[src/rtl/bpu_pkg.sv]
// Shared front-end definitions: PC width, reset vector, fetch block size,
// generator states and redirect channel indices.
package bpu_pkg;

  localparam int               ADDR_W      = 32;
  localparam int               N_REDIR     = 3;
  localparam int               FETCH_BYTES = 8;
  localparam logic [ADDR_W-1:0] RESET_PC   = 32'h1c00_0000;

  typedef logic [ADDR_W-1:0] pc_t;

  typedef enum logic [1:0] {
    BOOT = 2'd0,
    RUN  = 2'd1,
    HALT = 2'd2
  } pcgen_state_e;

  // Redirect channels, highest priority first.
  localparam int REDIR_EXC     = 0;
  localparam int REDIR_BACKEND = 1;
  localparam int REDIR_BPU     = 2;

endpackage

[src/rtl/pc_gen_if.sv]
// Redirect inputs, halt and the fetch-request handshake of the PC generator.
interface pc_gen_if #(
  parameter int ADDR_W  = 32,
  parameter int N_REDIR = 3
);

  logic [N_REDIR-1:0]        redir_valid_i;
  logic [N_REDIR*ADDR_W-1:0] redir_target_i;
  logic                      halt_i;
  logic                      fetch_ready_i;
  logic                      pc_valid_o;
  logic [ADDR_W-1:0]         pc_o;
  logic                      adef_o;
  logic [N_REDIR-1:0]        redir_sel_o;

  // The PC generator is the requester toward fetch.
  modport master (
    input  redir_valid_i, redir_target_i, halt_i, fetch_ready_i,
    output pc_valid_o, pc_o, adef_o, redir_sel_o
  );

  modport slave (
    output redir_valid_i, redir_target_i, halt_i, fetch_ready_i,
    input  pc_valid_o, pc_o, adef_o, redir_sel_o
  );

endinterface

[src/rtl/redir_arbiter.sv]
// Fixed-priority redirect picker: lowest asserted index wins; returns the
// one-hot grant and the matching target. Purely combinational.
module redir_arbiter #(
  parameter int N = 3,
  parameter int W = 32
) (
  input  logic [N-1:0]   valid,
  input  logic [N*W-1:0] targets,
  output logic           any,
  output logic [N-1:0]   sel,
  output logic [W-1:0]   target
);

  assign any = |valid;

  // NOTE: every output of this block is assigned a default before the loop,
  // so no path leaves it unassigned and no latch is inferred.
  always_comb begin
    sel    = '0;
    target = '0;
    // Scan from the top so the lowest asserted index is the last write.
    for (int k = N - 1; k >= 0; k--) begin
      if (valid[k]) begin
        sel    = '0;
        sel[k] = 1'b1;
        target = targets[k*W +: W];
      end
    end
  end

endmodule

[src/rtl/pc_gen.sv]
// Fetch PC generator: prioritised redirects, block-aligned sequential
// increment, BOOT/RUN/HALT control and a misaligned-target (ADEF) flag.
module pc_gen #(
  parameter int                ADDR_W      = bpu_pkg::ADDR_W,
  parameter logic [ADDR_W-1:0] RESET_PC    = bpu_pkg::RESET_PC,
  parameter int                FETCH_BYTES = bpu_pkg::FETCH_BYTES,
  parameter int                N_REDIR     = bpu_pkg::N_REDIR
) (
  input  logic      clk,
  input  logic      rst_n,
  pc_gen_if.master  bus
);

  import bpu_pkg::*;

  localparam int OFF = $clog2(FETCH_BYTES);
  localparam logic [ADDR_W-OFF-1:0] BLK_ONE = {{(ADDR_W-OFF-1){1'b0}}, 1'b1};

  pcgen_state_e        state;
  logic [ADDR_W-1:0]   pc_q;
  logic                valid_q;
  logic                adef_q;
  logic [N_REDIR-1:0]  sel_q;

  logic                any_redir;
  logic [N_REDIR-1:0]  win_sel;
  logic [ADDR_W-1:0]   win_target;
  logic [ADDR_W-1:0]   pc_inc;

  redir_arbiter #(
    .N (N_REDIR),
    .W (ADDR_W)
  ) u_arb (
    .valid   (bus.redir_valid_i),
    .targets (bus.redir_target_i),
    .any     (any_redir),
    .sel     (win_sel),
    .target  (win_target)
  );

  // Next block always aligns down, so a misaligned target costs one partial
  // block; the all-ones block wraps silently to zero.
  assign pc_inc = {pc_q[ADDR_W-1:OFF] + BLK_ONE, {OFF{1'b0}}};

  // NOTE: state and outputs use non-blocking assignments so every register
  // samples the pre-edge values, independent of statement order.
  always_ff @(posedge clk or negedge rst_n) begin
    if (!rst_n) begin
      state   <= BOOT;
      pc_q    <= RESET_PC;
      valid_q <= 1'b0;
      adef_q  <= 1'b0;
      sel_q   <= '0;
    end else begin
      sel_q <= '0;
      if (any_redir) begin
        // A redirect squashes the in-flight PC whatever the state or stall.
        state   <= RUN;
        pc_q    <= win_target;
        valid_q <= 1'b1;
        adef_q  <= (win_target[1:0] != 2'b00);
        sel_q   <= win_sel;
      end else begin
        case (state)
          BOOT: begin
            state   <= RUN;
            valid_q <= 1'b1;
          end
          RUN: begin
            if (bus.halt_i) begin
              state   <= HALT;
              valid_q <= 1'b0;
            end else if (bus.fetch_ready_i) begin
              pc_q   <= pc_inc;
              adef_q <= 1'b0;
            end
          end
          HALT: ;
          default: begin
            state   <= BOOT;
            valid_q <= 1'b0;
          end
        endcase
      end
    end
  end

  assign bus.pc_valid_o  = valid_q;
  assign bus.pc_o        = pc_q;
  assign bus.adef_o      = adef_q;
  assign bus.redir_sel_o = sel_q;

endmodule

[src/flat_wrapper.sv]
// flat-port wrapper written by rule: the top's interface ports become plain ports
module pc_gen_flat import bpu_pkg::*;
#(
  parameter int                ADDR_W      = bpu_pkg::ADDR_W,
  parameter logic [ADDR_W-1:0] RESET_PC    = bpu_pkg::RESET_PC,
  parameter int                FETCH_BYTES = bpu_pkg::FETCH_BYTES,
  parameter int                N_REDIR     = bpu_pkg::N_REDIR
)
  (clk, rst_n, bus_redir_valid_i, bus_redir_target_i, bus_halt_i, bus_fetch_ready_i, bus_pc_valid_o, bus_pc_o, bus_adef_o, bus_redir_sel_o);
  pc_gen_if #(.ADDR_W(ADDR_W), .N_REDIR(N_REDIR)) bus_i ();
  input  logic clk;
  input  logic rst_n;
  input wire logic [$bits(bus_i.redir_valid_i)-1:0] bus_redir_valid_i;
  input wire logic [$bits(bus_i.redir_target_i)-1:0] bus_redir_target_i;
  input wire logic [$bits(bus_i.halt_i)-1:0] bus_halt_i;
  input wire logic [$bits(bus_i.fetch_ready_i)-1:0] bus_fetch_ready_i;
  output wire logic [$bits(bus_i.pc_valid_o)-1:0] bus_pc_valid_o;
  output wire logic [$bits(bus_i.pc_o)-1:0] bus_pc_o;
  output wire logic [$bits(bus_i.adef_o)-1:0] bus_adef_o;
  output wire logic [$bits(bus_i.redir_sel_o)-1:0] bus_redir_sel_o;
  assign bus_i.redir_valid_i = bus_redir_valid_i;
  assign bus_i.redir_target_i = bus_redir_target_i;
  assign bus_i.halt_i = bus_halt_i;
  assign bus_i.fetch_ready_i = bus_fetch_ready_i;
  assign bus_pc_valid_o = bus_i.pc_valid_o;
  assign bus_pc_o = bus_i.pc_o;
  assign bus_adef_o = bus_i.adef_o;
  assign bus_redir_sel_o = bus_i.redir_sel_o;
  pc_gen #(.ADDR_W(ADDR_W), .RESET_PC(RESET_PC), .FETCH_BYTES(FETCH_BYTES), .N_REDIR(N_REDIR)) u_core (.clk(clk), .rst_n(rst_n), .bus(bus_i));
endmodule
[config.mk]
export PLATFORM = sky130hd
export DESIGN_NAME = pc_gen_flat
export DESIGN_NICKNAME = d
export VERILOG_FILES = /design/src/rtl/bpu_pkg.sv /design/src/rtl/pc_gen_if.sv /design/src/rtl/redir_arbiter.sv /design/src/rtl/pc_gen.sv /design/src/flat_wrapper.sv
export SDC_FILE = /design/constraint.sdc
export NUM_CORES = 1
export LEC_CHECK = 0
export ABC_CLOCK_PERIOD_IN_PS = 6100
export CORE_MARGIN = 2
export CORE_UTILIZATION = 47
export CTS_CLUSTER_SIZE = 14
export DETAILED_ROUTE_END_ITERATION = 12
export PLACE_DENSITY = 0.84
export RECOVER_POWER = 100
export SYNTH_ARGS = -nofsm -noshare
export SYNTH_HDL_FRONTEND = slang
export SYNTH_HIERARCHICAL = 1
export SYNTH_SLANG_ARGS = --single-unit
export TNS_END_PERCENT = 1
[constraint.sdc]
create_clock -name clk -period 6.1 [get_ports clk]
set_input_delay 1.83 -clock clk [delete_from_list [all_inputs] [get_ports clk]]
set_output_delay 1.83 -clock clk [all_outputs]
set_load 0.01 [all_outputs]
==> summary.txt <==
Yosys
  • Synth warn: 6
  • Compound-Gate Fraction of Synth Area: 0.268
  • Syn_area_per_cell: 8.62 sq um
  • Post-Synth Simple-Gate Area: 0.337
  • Async SR Flop Fraction: 1.00
  • Number of synthesized flops with an enable pin: 0
  • Cells after synthesis: 386
  • Mapped Nets: 490
  • Ys flop type: dfrtp_1
  • Post-Synth Adder-Cell Area: 0.00376
  • Xor/xnor cell area share of the yosys netlist: 0.0211
  • FF+latch count, synth: 38
  • Register area share after synthesis: 0.287
  • Synth cell types: 48
  • Post-synthesis mux area share: 0.00301
  • Cell Area, Synth: 0.00333 sq mm
  • Main combinational cell family by area after synthesis: simple AND/OR/NAND/NOR gates

Worst setup path
  • Crit path max fanout: 39
  • CP max-delay cell: clkbuf_1
  • Arrival @ worst endpoint: 5.10 ns
  • CP peak stage delay: 1.11 ns
  • Largest delay share family, worst path: buffers and inverters
  • CP Cell Sequence: clkdlybuf4s50_1, clkbuf_1, or3_1, buf_4, inv_1, nand2_1, a31oi_1, a211o_1
  • Crit Path Category: in -> reg
  • CP startpoint kind: input pin
  • Crit. End Element: register
  • CP bufs+invs: 4
  • CP required: 6.28 ns

Floorplan
  • # rows: 30
  • Core area: 0.00683 sq mm
  • Initial cell density of the core: 0.487
  • Die height: 88.1 um
  • Ports: 140
  • DIE AREA: 0.00777 sq mm
  • Die W: 88.1 um

Clock tree
  • CTS sink count: 38
  • Clock Tree Root: clkbuf_8
  • Reg clk slew, reported paths: 0.07 ns
  • Worst-Skew Late Latency: 0.29 ns
  • CTS H-tree depth: 2
  • CTS tree: built
  • CTS Hold Buffers Added: 0
  • Postcts setup bufs: 0
  • CTS Buf Count: 5
  • Post-CTS sizing: 0
  • Clk buf depth: 2

Final layout
  • Layout area overhead: 41.6%
  • Layout cells sized above 1: 0.156
  • Final Util: 0.690
  • # diodes: 0
  • Final Net Count: 609
  • Fin cells: 601

STA
  • Clk_skew: 0.00588 ns
  • Setup-failing EPs final: 0
  • Max Clock Freq: 0.204 GHz
  • Final Worst Setup Slack: 1.19 ns
  • Setup TNS: 0 ns
  • RSZ-0062 raised after global routing: false
  • Worst-margin pin slew: 2.09 ns
  • Worst rel slew slack: -0.394
  • Final Cycle Share: 0.806
  • Max Slew Vio Count: 74
  • Final Hold Vio Count: 0
  • Final min period: 4.91 ns

GRT
  • Overall Global Routing Usage: 0.268
  • Initial antenna violation count: 0
  • Vias in the first global route: 3,363
  • Pin count of the biggest net entering global routing: 68
  • First-pass GRT wire length: 16,300 um
  • GRT overflow: 0

Route
  • Drt first-iter violations: 280
  • Routed wire length: 9970 um
  • DR pass1 iterations: 5
  • Wire per inst: 16.6 um
  • DR DRC count: 0
  • Via total after detailed routing: 3,493
  • Routed Antenna Nets: 0
  • Vias per inst: 5.81

Power
  • Pleak: 1.70 nW
  • Sequential Power Share: 0.391
  • Switching Share: 0.308
  • Clock power share: 0.275
  • Combinational power share: 0.334
  • Peak VDD IR: 0.118 mV
  • Final Total Pwr: 0.804 mW
  • Int Power: 0.556 mW
  • Sw Pwr: 0.247 mW
  • Power Density: 171 mW/mm^2

Placement
  • DP HPWL: 7440 um
  • Setup WS pre-CTS: 1.59 ns
  • Routability Congestion: 0.835
  • Dpl cells: 594
  • PortBufs: 139

Run status
  • Run status: finished with violations
  • Failing checks: max-capacitance violations, max-slew violations

Worst hold path
  • Hold crit path type: reg -> reg

Job
  • Max-cap violation count: 2
final timing paths:
path / startpoint / to / slack [ns] / cells after the start
setup reg to reg: u_core/state[1] / u_core/bus.pc_o[31] / 3.43 / 4
hold reg to reg: u_core/state[1] / u_core/state[1] / 0.51 / 1
setup / recovery: bus_redir_valid_i[2] / u_core/bus.pc_o[12] / 1.19 / 8
min in group asynchronous: rst_n / u_core/bus.pc_o[25] / 2.13 / 1
max in group asynchronous: rst_n / u_core/bus.redir_sel_o[2] / 2.77 / 1
hold / removal: u_core/state[1] / u_core/state[1] / 0.51 / 1
registers in the layout, summed over array words and instances, names as in the netlist:
signal,cells
u_core/bus.pc_o,32
u_core/bus.redir_sel_o,3
u_core/state,2
u_core/bus.adef_o,1
cell type report:
type / count / area, sq um
clock buffers: 6 / 82.6
multi-input cells: 313 / 2100
flip-flops and latches: 38 / 955
clock inverters: 1 / 30.0
fillers: 600 / 2120
inverters: 3 / 11.3
well taps: 96 / 120
repair buffers: 144 / 1410
cells in the mapped netlist (all sizes together), types with 2 or more instances:
cell type | instances | area (sq um)
buf | 15 | 170
xor2 | 4 | 35.0
o31ai | 11 | 82.6
and2 | 6 | 37.5
clkbuf | 15 | 61.3
nand4 | 9 | 62.6
a21oi | 65 | 543
o41ai | 2 | 17.5
nor2b | 14 | 87.6
nand3 | 14 | 70.1
and2b | 20 | 150
and4 | 5 | 46.3
or3 | 7 | 45.1
nor4 | 3 | 18.8
dfstp | 3 | 78.8
nor3 | 3 | 15.0
or4 | 13 | 97.6
nand2 | 30 | 113
xnor2 | 4 | 35.0
a31oi | 19 | 119
dlymetal6s2s | 2 | 25.0
and3 | 2 | 12.5
dfrtp | 35 | 876
nand4bb | 2 | 22.5
nand3b | 32 | 240
o21ai | 18 | 90.1
nor2 | 20 | 75.1
inv | 3 | 11.3
metrics by stage:
step	hold slack (ns)	instance area, sq um
2_1_floorplan	0.454	3330
3_3_place_gp	0.476	4600
3_5_place_dp	0.496	4600
4_1_cts	0.508	4720
5_1_grt	0.551	4710
6_report	0.509	4710
cell usage in the layout (no fill, tap or decap), types with 2 or more instances in the layout:
cell / netlist / final
a31oi_1: 19 / 19
xor2_1: 4 / 4
nand4_1: 8 / 8
nor3_1: 3 / 3
nand3_1: 14 / 14
o31ai_1: 11 / 11
buf_2: 4 / 2
dfrtp_1: 35 / 35
nor4_1: 3 / 3
buf_4: 3 / 4
and2_1: 6 / 5
nand4bb_1: 2 / 2
clkbuf_1: 13 / 2
nor2b_1: 14 / 14
inv_1: 3 / 3
a21oi_2: 58 / 58
nor2_1: 20 / 20
or3_1: 6 / 6
nand2_1: 30 / 30
dfstp_2: 3 / 3
and4_1: 3 / 3
o21ai_0: 18 / 18
o41ai_1: 2 / 2
nand3b_1: 32 / 32
clkdlybuf4s50_1: 0 / 99
and4_2: 2 / 2
a21oi_1: 7 / 7
and3_1: 2 / 2
or4_1: 13 / 13
clkbuf_8: 0 / 6
and2b_1: 20 / 20
dlygate4sd3_1: 0 / 37
xnor2_1: 4 / 4
power groups by stage:
| stage | clock, mW | combinational [mW] | sequential, mW |
|---|---|---|---|
| floorplan | 0 | 0.127 | 0.322 |
| global placement | 0 | 0.272 | 0.318 |
| detailed placement | 0 | 0.278 | 0.319 |
| CTS | 0.224 | 0.279 | 0.315 |
| global route | 0.234 | 0.293 | 0.320 |
| finish | 0.221 | 0.268 | 0.315 |
per-layer routing:
metal	GRT usage	wire [um]	vias up
met2	0.454	4860	146
met1	0.343	4190	1680
met5	0	0	-
li1	-	-	1655
met4	0.0510	125	0
met3	0.0782	800	12
cells by family (layout without fill, tap and decap cells):
family | after synthesis | count (layout)
buf+inv | 35 | 154
xor+xnor | 8 | 8
fa+ha+maj | 1 | 1
mux | 1 | 1
compound gates | 120 | 120
flops | 38 | 38
simple gates | 183 | 183
(Power assumes the default switching activity.)
